--- src/rtl/matrix_operand_loader.sv ---
// Serial operand stream to parallel A/B registers for matrix_mult, with c_valid strobe.
// Optional in_last framing check: define LOADER_LAST_CHECK_EN.
module matrix_operand_loader #(
    parameter int N       = 4,
    parameter int WIDTH   = 16,
    parameter int LATENCY = 12
) (
    input  logic             clk,
    input  logic             rst_n,
    input  logic             in_valid,
    output logic             in_ready,
    input  logic [WIDTH-1:0] in_data,
    input  logic             in_last,
    output logic [WIDTH-1:0] A [N][N],
    output logic [WIDTH-1:0] B [N][N],
    output logic             c_valid,
    output logic             busy,
    output logic             err
);
    localparam int NE = 2 * N * N;
    localparam int IW = $clog2(NE);
    localparam int CW = (LATENCY > 1) ? $clog2(LATENCY) : 1;
    localparam logic [IW-1:0] LAST_IDX = IW'(NE - 1);
    localparam logic [CW-1:0] CNT_INIT = CW'(LATENCY - 1);

    typedef enum logic [1:0] {IDLE, LOAD, WAIT} state_t;

    state_t        state, state_n;
    logic [IW-1:0] idx, idx_n;
    logic [CW-1:0] cnt, cnt_n;
    logic          ready_n, busy_n, cval_n, err_n;
    logic          accept, abort;

    assign accept = (state == LOAD) && in_valid && in_ready;

`ifdef LOADER_LAST_CHECK_EN
    // in_last early aborts the frame; a missing in_last only flags it
    assign abort = accept && in_last && (idx != LAST_IDX);
    assign err_n = err || (accept && (in_last != (idx == LAST_IDX)));
`else
    logic unused_last;
    assign unused_last = in_last;
    assign abort = 1'b0;
    assign err_n = 1'b0;
`endif

    always_ff @(posedge clk or negedge rst_n) begin
        if (!rst_n) begin
            state    <= IDLE;
            idx      <= '0;
            cnt      <= '0;
            in_ready <= 1'b0;
            busy     <= 1'b0;
            c_valid  <= 1'b0;
            err      <= 1'b0;
        end else begin
            state    <= state_n;
            idx      <= idx_n;
            cnt      <= cnt_n;
            in_ready <= ready_n;
            busy     <= busy_n;
            c_valid  <= cval_n;
            err      <= err_n;
        end
    end

    always_comb begin
        state_n = state;
        idx_n   = idx;
        cnt_n   = cnt;
        ready_n = in_ready;
        busy_n  = busy;
        cval_n  = 1'b0;
        unique case (state)
            IDLE: begin
                state_n = LOAD;
                ready_n = 1'b1;
            end
            LOAD: begin
                if (accept) begin
                    if (abort) begin
                        idx_n = '0;
                    end else if (idx == LAST_IDX) begin
                        state_n = WAIT;
                        ready_n = 1'b0;
                        busy_n  = 1'b1;
                        cnt_n   = CNT_INIT;
                        idx_n   = '0;
                    end else begin
                        idx_n = idx + 1'b1;
                    end
                end
            end
            WAIT: begin
                if (cnt == '0) begin
                    cval_n  = 1'b1;
                    busy_n  = 1'b0;
                    ready_n = 1'b1;
                    state_n = LOAD;
                end else begin
                    cnt_n = cnt - 1'b1;
                end
            end
            default: state_n = IDLE;
        endcase
    end

    // Row-major element store; A occupies indices 0..N*N-1, B the rest
    always_ff @(posedge clk or negedge rst_n) begin
        if (!rst_n) begin
            for (int i = 0; i < N; i++) begin
                for (int j = 0; j < N; j++) begin
                    A[i][j] <= '0;
                    B[i][j] <= '0;
                end
            end
        end else if (accept) begin
            for (int i = 0; i < N; i++) begin
                for (int j = 0; j < N; j++) begin
                    if (idx == IW'(i * N + j))
                        A[i][j] <= in_data;
                    if (idx == IW'(N * N + i * N + j))
                        B[i][j] <= in_data;
                end
            end
        end
    end
endmodule
--- config.mk ---
export PLATFORM = sky130hd
export DESIGN_NAME = matrix_operand_loader
export DESIGN_NICKNAME = d
export VERILOG_FILES = /design/src/rtl/matrix_operand_loader.sv
export SDC_FILE = /design/constraint.sdc
export NUM_CORES = 1
export LEC_CHECK = 0
export ABC_AREA = 1
export CORE_MARGIN = 1
export CORE_UTILIZATION = 50
export CTS_CLUSTER_DIAMETER = 150
export DETAILED_ROUTE_END_ITERATION = 10
export MAX_ROUTING_LAYER = met4
export PLACE_DENSITY = 0.81
export SYNTH_ARGS = -nofsm -noshare
export SYNTH_HDL_FRONTEND = slang
export SYNTH_SLANG_ARGS = --single-unit
--- constraint.sdc ---
create_clock -name clk -period 2.1 [get_ports clk]
set_clock_uncertainty 0.1 [all_clocks]
set_input_delay 0.42 -clock clk [delete_from_list [all_inputs] [get_ports clk]]
set_output_delay 0.42 -clock clk [all_outputs]
set_load 0.01 [all_outputs]
==> out/metrics.yaml <==
floorplanning:
  die_y_um: 209
  start_util_pct: 51.0
  fp-row-count: 75
  die_area_mm2: 0.0438
  die_x_um: 209
  ioPinCount: 536
  core_mm2: 0.0421
setup_path:
  setup.worst_path.class: "register to primary output"
  worstPathArrival_ns: 1.61
  path_cells: "clkdlybuf4s50_1"
  r2r_slack_ns: 0.13
  cp_slowest_cell: "clkdlybuf4s50_1"
  worst_setup_path_start_kind: "register"
  critPathMaxFanout: 2
  crit_family: "buffers and inverters"
  crit_buf_inv: 1
  crit_required_ns: 1.58
  max_stage_delay_ns: 0.61
  end_kind: "primary output"
finish:
  final_cell_mix: "nand2_1 (1021), dfrtp_1 (525), clkdlybuf4s50_1 (461)"
  nets: 2940
  multi_input_area_mm2: 0.00729
  area_growth_pct: 38.9
  regArea_mm2: 0.0132
  layout_commonest_cell: "nand2_1"
  drive_above_1_share_pct: 10.1
  nFillCells: 2934
timing:
  finalMaxSlewViolations: 0
  finalCritPeriodShare_pct: 101
  setup_viol: 1
  tns_ns: -0.0279
  worst_pin_slew_ns: 0.629
  layout_setup_ws_ns: -0.0279
  hold_viol_final: 0
  fmax_mhz: 470
  fin_crit_ns: 2.13
  slew_headroom_pct: 58.0
detailed_routing:
  ant_nets: 0
  num_vias: 19800
  wirelength_um: 76400
  dr.pass1.iters: 9
  dr.first_iter.drc_count: 1955
  viasPerCell: 5.67
  drc_errors: 0
  wl_per_cell_um: 21.9
global_routing:
  grt-ovfl-total: 0
  grt_pass1_vias: 19300
  antenna_found_initial: 1
  grt_util_all_layers_pct: 35.6
  grt_pass1_wl_um: 114000
  grt_max_degree: 72
flow_run:
  cap_violations: 0
outcome:
  outcome: "finished, violations left"
  violations: "setup timing"
placed_design:
  hpwl_um: 49600
  gp_congestion: 0.904
  portBuffers: 533
  post-place-ws_ns: -0.143
clocking:
  cts.clk_slew.worst_paths_ns: 0.06
  cts_made_buffers: 53
  cts_root_buffer: "clkbuf_16"
  cts.sinks: 526
  cts_tree: "built"
  clockBufferDepth: 3
  insertion_delay_ns: 0.60
  htree_levels: 2
synthesis:
  synth.distinct_cells: 24
  synth-seq-area-share_pct: 61.3
  synthCells: 2378
  avgSynthCellArea_um2: 9.03
  syn_area_mm2: 0.0215
  yosysWarnings: 0
  synth_nets: 2406
  ys_ff_latch: 526
power_and_ir_drop:
  ir_worst_vdd_v: 0.000981
  p_per_area_mw_per_mm2: 1490
  power_leakage_nw: 15.5
hold_path:
  hold_class: "input port to register"
[stage by stage]
step	hold slack [ns]	area (um2)	util, %	cells	total power, W
2_1_floorplan	0.0244	21500	-	2378	0.0234
3_3_place_gp	0.263	27900	66.2	3393	0.0339
3_5_place_dp	0.270	27900	66.2	3393	0.0345
4_1_cts	0.0499	29700	70.5	3492	0.0445
5_1_grt	0.0975	29800	70.8	3495	0.0464
6_report	0.0810	29800	70.8	3495	0.0444
[metal layers]
metal | track usage [%] | wire length [um]
met3 | 8.15 | 7850
met2 | 55.5 | 36300
met5 | - | 0
met1 | 43.1 | 27700
met4 | 19.8 | 4550
[state kept, by name, summed over array words and instances (netlist names)]
| register | count |
|---|---|
| A | 256 |
| busy | 1 |
| cnt | 4 |
| state | 2 |
| in_ready | 1 |
| B | 256 |
| c_valid | 1 |
| idx | 5 |
[power by group]
group | total (W) | switching (W) | internal, W
Sequential | 0.0168 | 0.00269 | 0.0141
Clock | 0.00988 | 0.00402 | 0.00586
Combinational | 0.0177 | 0.00906 | 0.00867
Total | 0.0444 | 0.0158 | 0.0286
[final timing paths]
| kind | startpoint | endpoint | cells past startpoint |
|---|---|---|---|
| worst max register to register | idx[1] | A[165] | 7 |
| worst min-delay path | in_data[4] | B[4] | 3 |
| worst max-delay path | B[39] | B[39] | 1 |
| min in group asynchronous | rst_n | A[201] | 2 |
| max in group asynchronous | rst_n | A[112] | 4 |
| worst min register to register | A[176] | A[176] | 2 |
[logic make-up (layout without fill, tap and decap cells)]
logic type,count (synthesis),count (layout),share of synthesized area (%)
xor gates and xnor gates,1,1,0.0408
AOI/OAI and AO/OA,168,168,3.92
adders and majority gates,8,8,0.466
other,1,2,0.0175
buffers and inverters,210,787,4.82
DFF,526,526,61.3
and+or+nand+nor,1464,1464,29.4
[synth_stat cells]
master	count	area, um2
a21oi_1	2	10.0
buf_1	5	18.8
buf_2	70	350
buf_4	23	173
buf_6	9	101
clkbuf_1	71	267
conb_1	1	3.75
dfrtp_1	526	13200
ha_1	8	100
inv_1	27	101
inv_2	4	15.0
inv_6	1	8.76
nand2_1	1021	3830
nand2_2	24	150
nand3_1	368	1840
nand3_2	9	90.1
nand4_1	2	12.5
nor2_1	8	30.0
nor2_2	1	6.26
nor2_4	30	338
nor2_8	1	20.0
o21ai_0	154	771
o21ai_1	12	60.1
xnor2_1	1	8.76
[layout make-up]
cell class | instances | share of cell area (%)
Clock inverter | 18 | 0.751
Inverter | 32 | 0.420
Tap cell | 539 | 2.26
Antenna cell | 1 | 0.00839
Multi-Input combinational cell | 1642 | 24.4
Sequential cell | 526 | 44.1
Timing Repair Buffer | 657 | 22.6
Clock buffer | 80 | 5.37
[timing repair]
| action | 4_1_cts | 5_1_grt |
|---|---|---|
| gates resized for setup | 24 | 34 |
| hold buffers | 1 | 0 |
| hold endpoints to repair | 41 | 0 |
| endpoints found under the setup margin | 23 | 57 |
| pin swaps | 0 | 1 |
| setup buffers | 0 | 2 |
(Power assumes the default switching activity.)
